## src/rtl/calculator_pkg.sv

```systemverilog
// ---------------------------------------------------------------------------
// calculator_pkg : shared types and constants for the calculator core
// Revision      : 1.0
// ---------------------------------------------------------------------------
`default_nettype none

package calculator_pkg;

  typedef enum logic [1:0] {
    OP_ADD = 2'b00,
    OP_SUB = 2'b01,
    OP_MUL = 2'b10,
    OP_DIV = 2'b11
  } op_t;

  typedef enum logic [1:0] {
    IDLE = 2'd0,
    CALC = 2'd1,
    DONE = 2'd2
  } state_t;

  localparam int DEFAULT_WIDTH = 8;

  // All-ones fill; the top slices off 2*WIDTH bits
  localparam logic [63:0] DIV0_RESULT = '1;

endpackage

`default_nettype wire

```

## src/rtl/calculator_muldiv_unit.sv

```systemverilog
// ---------------------------------------------------------------------------
// calculator_muldiv_unit : iterative shift-add multiplier / restoring divider
// Revision              : 1.0
// ---------------------------------------------------------------------------
`default_nettype none

module calculator_muldiv_unit
  import calculator_pkg::*;
#(
  parameter int WIDTH = DEFAULT_WIDTH,
  parameter int CW    = (WIDTH > 1) ? $clog2(WIDTH) : 1
) (
  input  logic                 clk,
  input  logic                 rst_n,
  input  logic                 i_start,
  input  logic [WIDTH-1:0]     i_a,
  input  logic [WIDTH-1:0]     i_b,
  input  op_t                  i_op,
  input  logic                 i_step,
  input  logic [CW-1:0]        i_cnt,
  output logic                 o_done,
  output logic [2*WIDTH-1:0]   o_result
);

  // mul: r_acc = partial product, r_mcand = shifted multiplicand, r_sh = multiplier
  // div: r_acc[W-1:0] = remainder, r_mcand[W-1:0] = divisor, r_sh = dividend -> quotient
  logic [2*WIDTH-1:0] r_acc;
  logic [2*WIDTH-1:0] r_mcand;
  logic [WIDTH-1:0]   r_sh;

  logic [2*WIDTH-1:0] w_acc_n;
  logic [WIDTH-1:0]   w_sh_n;
  logic [WIDTH:0]     w_shift;
  logic [WIDTH:0]     w_diff;

  always_comb begin
    w_acc_n = r_acc;
    w_sh_n  = r_sh;
    w_shift = '0;
    w_diff  = '0;
    if (i_op == OP_MUL) begin
      if (r_sh[0]) w_acc_n = r_acc + r_mcand;
      w_sh_n = r_sh >> 1;
    end else begin
      w_shift = {r_acc[WIDTH-1:0], r_sh[WIDTH-1]};
      w_diff  = w_shift - {1'b0, r_mcand[WIDTH-1:0]};
      w_acc_n = {{WIDTH{1'b0}}, (w_diff[WIDTH] ? w_shift[WIDTH-1:0] : w_diff[WIDTH-1:0])};
      w_sh_n  = {r_sh[WIDTH-2:0], ~w_diff[WIDTH]};
    end
  end

  // Result reflects the step being taken now so the top can latch it on the final edge
  assign o_result = (i_op == OP_MUL) ? w_acc_n : {w_acc_n[WIDTH-1:0], w_sh_n};
  assign o_done   = i_step && (i_cnt == CW'(WIDTH - 1));

  always_ff @(posedge clk or negedge rst_n) begin
    if (!rst_n) begin
      r_acc   <= '0;
      r_mcand <= '0;
      r_sh    <= '0;
    end else if (i_start) begin
      r_acc   <= '0;
      r_mcand <= (i_op == OP_MUL) ? {{WIDTH{1'b0}}, i_a} : {{WIDTH{1'b0}}, i_b};
      r_sh    <= (i_op == OP_MUL) ? i_b : i_a;
    end else if (i_step) begin
      r_acc <= w_acc_n;
      r_sh  <= w_sh_n;
      if (i_op == OP_MUL) r_mcand <= r_mcand << 1;
    end
  end

endmodule

`default_nettype wire

```

## src/rtl/calculator_core.sv

```systemverilog
// ---------------------------------------------------------------------------
// calculator_core : valid/ready calculator (add/sub single-cycle, mul/div iterative)
// Revision        : 1.0
// ---------------------------------------------------------------------------
`default_nettype none

module calculator_core
  import calculator_pkg::*;
#(
  parameter int WIDTH = DEFAULT_WIDTH
) (
  input  logic                 clk,
  input  logic                 rst_n,
  input  logic                 in_valid,
  output logic                 in_ready,
  input  logic [WIDTH-1:0]     operand_A,
  input  logic [WIDTH-1:0]     operand_B,
  input  logic [1:0]           op_code,
  output logic                 out_valid,
  input  logic                 out_ready,
  output logic [2*WIDTH-1:0]   result,
  output logic                 div_by_zero,
  output logic                 busy
);

  localparam int CW = (WIDTH > 1) ? $clog2(WIDTH) : 1;

  state_t               r_state;
  state_t               w_state_next;
  logic                 r_armed;
  logic [WIDTH-1:0]     r_a;
  logic [WIDTH-1:0]     r_b;
  op_t                  r_op;
  logic [CW-1:0]        r_cnt;
  logic [2*WIDTH-1:0]   r_result;
  logic                 r_dbz;

  logic                 w_accept;
  logic                 w_fast;
  logic                 w_step;
  logic                 w_md_done;
  op_t                  w_md_op;
  logic [2*WIDTH-1:0]   w_md_res;
  logic [2*WIDTH-1:0]   w_addsub;

  // in_ready stays low until the first edge after reset release
  assign in_ready    = r_armed && (r_state == IDLE);
  assign out_valid   = (r_state == DONE);
  assign busy        = (r_state != IDLE);
  assign result      = r_result;
  assign div_by_zero = r_dbz;

  assign w_accept = in_valid && in_ready;
  assign w_fast   = (r_op == OP_ADD) || (r_op == OP_SUB) ||
                    ((r_op == OP_DIV) && (r_b == '0));
  assign w_step   = (r_state == CALC) && !w_fast;
  assign w_md_op  = w_accept ? op_t'(op_code) : r_op;
  assign w_addsub = (r_op == OP_SUB) ? ({{WIDTH{1'b0}}, r_a} - {{WIDTH{1'b0}}, r_b})
                                     : ({{WIDTH{1'b0}}, r_a} + {{WIDTH{1'b0}}, r_b});

  calculator_muldiv_unit #(
    .WIDTH (WIDTH),
    .CW    (CW)
  ) u_muldiv (
    .clk      (clk),
    .rst_n    (rst_n),
    .i_start  (w_accept),
    .i_a      (operand_A),
    .i_b      (operand_B),
    .i_op     (w_md_op),
    .i_step   (w_step),
    .i_cnt    (r_cnt),
    .o_done   (w_md_done),
    .o_result (w_md_res)
  );

  always_ff @(posedge clk or negedge rst_n) begin
    if (!rst_n) r_state <= IDLE;
    else        r_state <= w_state_next;
  end

  always_comb begin
    w_state_next = r_state;
    case (r_state)
      IDLE:    if (w_accept) w_state_next = CALC;
      CALC:    if (w_fast || w_md_done) w_state_next = DONE;
      DONE:    if (out_ready) w_state_next = IDLE;
      default: w_state_next = IDLE;
    endcase
  end

  always_ff @(posedge clk or negedge rst_n) begin
    if (!rst_n) begin
      r_armed  <= 1'b0;
      r_a      <= '0;
      r_b      <= '0;
      r_op     <= OP_ADD;
      r_cnt    <= '0;
      r_result <= '0;
      r_dbz    <= 1'b0;
    end else begin
      r_armed <= 1'b1;
      if (w_accept) begin
        r_a   <= operand_A;
        r_b   <= operand_B;
        r_op  <= op_t'(op_code);
        r_cnt <= '0;
      end else if (r_state == CALC) begin
        if ((r_op == OP_ADD) || (r_op == OP_SUB)) begin
          r_result <= w_addsub;
          r_dbz    <= 1'b0;
        end else if (w_fast) begin
          r_result <= DIV0_RESULT[2*WIDTH-1:0];
          r_dbz    <= 1'b1;
        end else begin
          r_cnt <= r_cnt + 1'b1;
          if (w_md_done) begin
            r_result <= w_md_res;
            r_dbz    <= 1'b0;
          end
        end
      end
    end
  end

endmodule

`default_nettype wire
```

## config.mk

```make
export PLATFORM = sky130hd
export DESIGN_NAME = calculator_core
export DESIGN_NICKNAME = d
export VERILOG_FILES = /design/src/rtl/calculator_pkg.sv /design/src/rtl/calculator_muldiv_unit.sv /design/src/rtl/calculator_core.sv
export SDC_FILE = /design/constraint.sdc
export NUM_CORES = 1
export LEC_CHECK = 0
export ABC_AREA = 1
export ABC_CLOCK_PERIOD_IN_PS = 4400
export CAP_MARGIN = 30
export CORE_MARGIN = 5
export CORE_UTILIZATION = 45
export CTS_BUF_LIST = sky130_fd_sc_hd__clkbuf_8
export DETAILED_ROUTE_END_ITERATION = 10
export PLACE_DENSITY = 0.74
export RECOVER_POWER = 50
export SETUP_SLACK_MARGIN = 0.1
export SYNTH_ARGS = -nofsm -noshare
export SYNTH_HDL_FRONTEND = slang
export SYNTH_SLANG_ARGS = --single-unit
```

## constraint.sdc

```tcl
create_clock -name clk -period 4.4 [get_ports clk]
set_input_delay 1.1 -clock clk [delete_from_list [all_inputs] [get_ports clk]]
set_output_delay 1.1 -clock clk [all_outputs]
set_load 0.02 [all_outputs]
```

======== Yosys cells after proc, flatten, opt, wreduce, memory -nomap -nowiden ========
Cells that the tools add are included.
word-level totals
  register bits ........................... 81
  bits of input ports ..................... 22
  output and inout bits ................... 20
  word-level logic and storage cells ...... 80
cells by class
  $add $sub $neg .......................... 5
  equality and inequality tests ........... 11
  mux-type cells .......................... 30
  bitwise gates (word level) .............. 2
  reductions and logical operators ........ 21
operators with widths
  operator             number
  $mux 16              12
  $mux 8               6
  $add 16x16->16       1
  $mux 3               4
  $ne 2x1->1 const B   5
  $add 8x8->9          1
  $reduce_and 3->1     3
  $sub 8x8->9          1
  $sub 9x8->9          1
  $logic_not 8->1      1
  $mux 2               4
  $reduce_bool 2->1    4
  $eq 2x2->1 const B   3
  $pmux 2 s3           1
  $logic_and 1x1->1    5
  $eq 2x1->1 const B   2
  $logic_not 2->1      2
  $add 3x1->3 const B  1
  $eq 3x3->1 const B   1
  $logic_or 1x1->1     3
  $mux 1               3
  $reduce_bool 3->1    1
  $not 1->1            2
  $reduce_and 2->1     1
  $logic_not 1->1      1

======== Depth between registers and ports, before layout ========
  word-level depth ........................ 10
  depth in mapped cells ................... 16
  gate-level depth less buffers ........... 16

======== Cells and area by module ========
Synthesis repeated with hierarchy kept, for this count alone.
unflattened totals
  cells, all modules ...................... 955
  area total of the unflattened synthesis .. 6,234.7 um^2
by module, submodules not included
  module                  instances  cells an instance  area an instance (um^2)  sequential area each (um^2)
  calculator_muldiv_unit  1          606                3,729.8                  1,001.0
  calculator_core         1          349                2,504.9                  1,026.0

======== Worst setup path before layout ========
OpenSTA, ideal clock, no wires.
  path type ............................... input to register
  start point ............................. input port in_valid
  end point ............................... register u_muldiv.r_mcand[6]
  setup time .............................. 0.131 ns
  data arrival time ....................... 2.087 ns
  data required time ...................... 4.269 ns
  setup slack ............................. 2.182 ns
  stages on the path ...................... 10
  path buffers ............................ 1
  cells stage by stage .................... nand3_4 -> inv_4 -> nand2_1 -> o21ai_2 -> nand2_4 -> inv_4 -> nand2_2 -> buf_2 -> o21ai_0 -> a22oi_1
between the ends
  longest elaborated chain between the ends .. 5
  elaborated cells between the ends (all ways) .. 8
  those cells by class .................... 1 x eq/ne; 3 x mux; 4 x reduce/logical
RTL lines
  what                                                line                                                        text
  start: declaration                                  calculator_core.sv:14                                       input logic in_valid,
  $logic_and 1x1->1 *                                 calculator_core.sv:53                                       assign w_accept = in_valid && in_ready;
  $mux 2 *                                            n/a
  named net u_muldiv.i_op[1]                          calculator_muldiv_unit.sv:18                                input op_t i_op,
  $eq 2x2->1 *                                        calculator_muldiv_unit.sv:63, calculator_muldiv_unit.sv:68
  $mux 8 / $reduce_bool 2->1 (equally long branches)  n/a
  $mux 16 / $reduce_and 2->1 (equally long branches)  n/a
  end signal: assignment                              calculator_muldiv_unit.sv:63                                r_mcand <= (i_op == OP_MUL) ? {{WIDTH{1'b0}}, i_a} : {{WIDTH{1'b0}}, i_b};
  end signal: assignment                              calculator_muldiv_unit.sv:68                                if (i_op == OP_MUL) r_mcand <= r_mcand << 1;
  end: declaration                                    calculator_muldiv_unit.sv:28                                logic [2*WIDTH-1:0] r_mcand;
The timed path passes the listed nets; every way through them passes the cells marked *.
A chain may end at the register's enable or synchronous reset.

======== Worst setup path in the final report ========
Same ends and word-level chain as after synthesis.

==> summary.txt <==
Clocking
  • Clock transition at the registers of the reported paths: 0.09 ns
  • Postcts setup bufs: 0
  • Post-CTS Resized: 0
  • H-Tree Depth: 3
  • Max clock buf depth: 2
  • Clock sink count: 81
  • CTS root buffer: clkbuf_8
  • Worst-skew pair later-pin latency: 0.37 ns
  • TritonCTS clock tree: done
  • CTS buffer count: 9
  • CTS Hold Buffers Added: 0

Outcome
  • Status: complete, but fails checks
  • Failing checks: max-capacitance violations, max-slew violations

GRT
  • Vias in the first global route: 5498
  • Initial antenna violation count: 0
  • GRT Total Usage: 21.6%
  • First-pass GRT wire length: 27700 um
  • Largest net degree at the start of global routing: 48
  • Remaining Overflow, GRT: 0

Power and ir drop
  • Sw Share: 51.9%
  • Static leakage: 3.47 nW
  • Power Density: 728 nW/um2
  • Peak VDD IR: 0.380 mV
  • Gate power share: 61.6%
  • Net switching power: 2.54 mW
  • Sequential group share of total power: 26.8%
  • Clock share of power: 11.6%
  • Power, Total: 4.89 mW
  • Pint: 2.35 mW

Detailed routing
  • DR pass1 iterations: 5
  • Drt wl/cell: 15.1 um
  • Via count: 5799
  • Final wirelength: 16300 um
  • DRC: 0
  • Final ANT Viol Nets: 0
  • Via-per-instance ratio: 5.35
  • DRT iter0 DRCs: 575

Yosys
  • Asr flop ratio synth: 100%
  • Syn_area_per_cell: 6.88 um2
  • Gate Count Post-Synth: 872
  • Top FF cell, synth: dfrtp_1
  • Post-synth EDFFs: 0
  • Warning count from the yosys run: 0
  • Seq/Total Area, Yosys: 33.8%
  • Distinct cells, synth: 41
  • Syn Std Cell Area: 6000 um2
  • Flops & latches, synth: 81
  • Syn_nets: 939

Floorplan
  • Cell Rows: 42
  • Die Wd: 125 um
  • Initial Utilization: 45.7%
  • Die area: 15700 um2
  • IO Pins: 42
  • Die Height: 125 um
  • Core area: 13100 um2

Layout
  • Fillers: 1325
  • Area Growth Syn to Fin: 12.0%
  • Net count, final: 969
  • Final Util: 51.1%
  • Layout cell share with drive strength beyond 1: 3.42%
  • # diodes: 0

STA
  • Max Clock Freq: 0.289 GHz
  • Final setup fails: 0
  • Max_slew headroom: -20.3%
  • Worst Tran Pin Value: 1.81 ns
  • Fin crit period: 3.46 ns
  • Setup TNS: 0 ns
  • Final Max Slew Viols: 36
  • Clock skew: 0.0133 ns
  • Final hold vios: 0
  • Tcrit/Tclk final: 78.6%
  • RSZ-0062 raised after global routing: false
  • Final worst setup slack: 0.943 ns

Worst hold path
  • Worst min-delay path startpoint: result[0]
  • Worst Hold Class: reg -> reg
  • Hold Path End: result[0]
  • Worst hold path depth: 2

Critical path
  • Crit Path Max Fanout: 45
  • Reg2reg path depth: 9
  • Crit. End Element: register
  • Worst EP arrival: 3.74 ns
  • R2r setup slk: 1.50 ns
  • Crit Reg-Reg Endpoint: u_muldiv.r_sh[0]
  • Worst R2R Start: r_op[1]
  • Worst Path Required: 4.68 ns
  • CP Class: in -> reg
  • CP startpoint kind: input port

Run
  • Max Cap Viol: 1

Placement
  • Number of I/O port buffers: 41
  • Placer Congestion: 0.875
  • DP Worst Slack: 0.808 ns
  • DP HPWL: 12800 um
==> layout make-up <==
| cell class | count | area (um2) | area share [%] |
|---|---|---|---|
| multi-input combinational | 619 | 3290 | 49.0 |
| sequential | 81 | 2030 | 30.2 |
| inverter | 145 | 549 | 8.18 |
| timing repair buffer | 46 | 432 | 6.42 |
| tap | 176 | 220 | 3.28 |
| clock buffer | 9 | 124 | 1.84 |
| clock inverter | 7 | 76.3 | 1.14 |
==> sequential cells by signal, indices dropped and copies added, names as in the netlist <==
name and count:
r_b 8, r_a 8, r_state 2, u_muldiv.r_sh 8
u_muldiv.r_mcand 16, result 16, r_op 2, u_muldiv.r_acc 16
r_cnt 3, div_by_zero 1, r_armed 1
==> synth_stat cells, types with 2 or more instances <==
library cell | instances | area, um2
a21o_1 | 2 | 15.0
a21oi_1 | 61 | 305
a22oi_1 | 3 | 22.5
and2_1 | 2 | 12.5
buf_1 | 2 | 7.51
buf_2 | 7 | 35.0
buf_6 | 2 | 22.5
clkbuf_1 | 15 | 56.3
dfrtp_1 | 81 | 2030
fa_1 | 4 | 80.1
ha_1 | 41 | 513
inv_1 | 141 | 529
inv_2 | 2 | 7.51
inv_4 | 2 | 12.5
nand2_1 | 250 | 938
nand2_2 | 2 | 12.5
nand3_1 | 66 | 330
nand4_1 | 9 | 56.3
nor2_1 | 42 | 158
o211ai_1 | 15 | 113
o21ai_0 | 69 | 345
o21ai_1 | 7 | 35.0
o21ai_2 | 2 | 17.5
o22ai_1 | 15 | 93.8
o31ai_1 | 2 | 15.0
xnor2_1 | 4 | 35.0
xor2_1 | 10 | 87.6
==> layout by cell type, fill, tap and decap left out, types with 2 or more instances in the layout <==
cell / instances
a21o_1: 2
a21oi_1: 61
a22oi_1: 3
and2_1: 2
buf_4: 2
clkbuf_1: 3
clkbuf_8: 9
clkdlybuf4s50_1: 39
clkinvlp_4: 2
dfrtp_1: 81
fa_1: 4
ha_1: 41
inv_1: 141
inv_2: 2
inv_4: 2
inv_6: 2
nand2_1: 250
nand2_2: 2
nand3_1: 66
nand4_1: 9
nor2_1: 42
o211ai_1: 15
o21ai_0: 72
o21ai_1: 6
o22ai_1: 15
o31ai_1: 2
xnor2_1: 4
xor2_1: 10
==> power groups by stage <==
stage	Sequential, mW	Clock, mW	Combinational [mW]
floorplan	1.30	0	2.12
global placement	1.32	0	2.96
detailed placement	1.32	0	3.00
CTS	1.31	0.571	3.02
global route	1.35	0.610	3.45
finish	1.31	0.565	3.01
==> stage by stage <==
step / instance area (um2) / hold WS [ns] / instances
after floorplan: 6000 / 0.469 / 872
after global placement: 6530 / 0.463 / 1066
after detailed placement: 6560 / 0.467 / 1067
after CTS: 6760 / 0.490 / 1083
after global routing: 6720 / 0.520 / 1083
final: 6720 / 0.483 / 1083
==> layer usage <==
| metal | vias up | share of wire (%) | global-route usage (%) |
|---|---|---|---|
| met5 | - | 0 | 0 |
| met4 | 0 | 4.2 | 9.25 |
| met3 | 42 | 6.2 | 4.09 |
| met2 | 192 | 46 | 34.0 |
| met1 | 2677 | 44 | 29.2 |
| li1 | 2888 | - | - |
==> logic make-up after synthesis <==
| kind of cell | synth area share [%] |
|---|---|
| simple gates | 26.2 |
| compound gates | 16.8 |
| buf+inv | 11.3 |
| flops | 33.8 |
| fa+ha+maj | 9.88 |
| xor+xnor | 2.04 |
| other cells | 0.0625 |
==> how the worst max path moves through the flow <==
stage / from / cells past startpoint / slack (ns) / to
after floorplan: in_valid / 10 / 2.18 / u_muldiv.r_mcand[6]
after global placement: in_valid / 12 / 0.89 / u_muldiv.r_mcand[15]
after detailed placement: in_valid / 12 / 0.81 / u_muldiv.r_mcand[0]
after CTS: in_valid / 11 / 1.20 / u_muldiv.r_mcand[6]
after global routing: rst_n / 2 / 0.61 / u_muldiv.r_mcand[1]
final: in_valid / 10 / 0.94 / u_muldiv.r_mcand[6]
==> critical path, cell delays in order <==
cell and delay [ns]:
dlygate4sd3_1 0.58, nand3_4 0.21, inv_4 0.13, o21ai_0 0.34, nand2_4 0.35, inv_4 0.22, nand2_2 0.19, nand2_2 0.26
inv_2 0.14, a22oi_1 0.19
No activity file was read; power rests on OpenSTA's default activity.
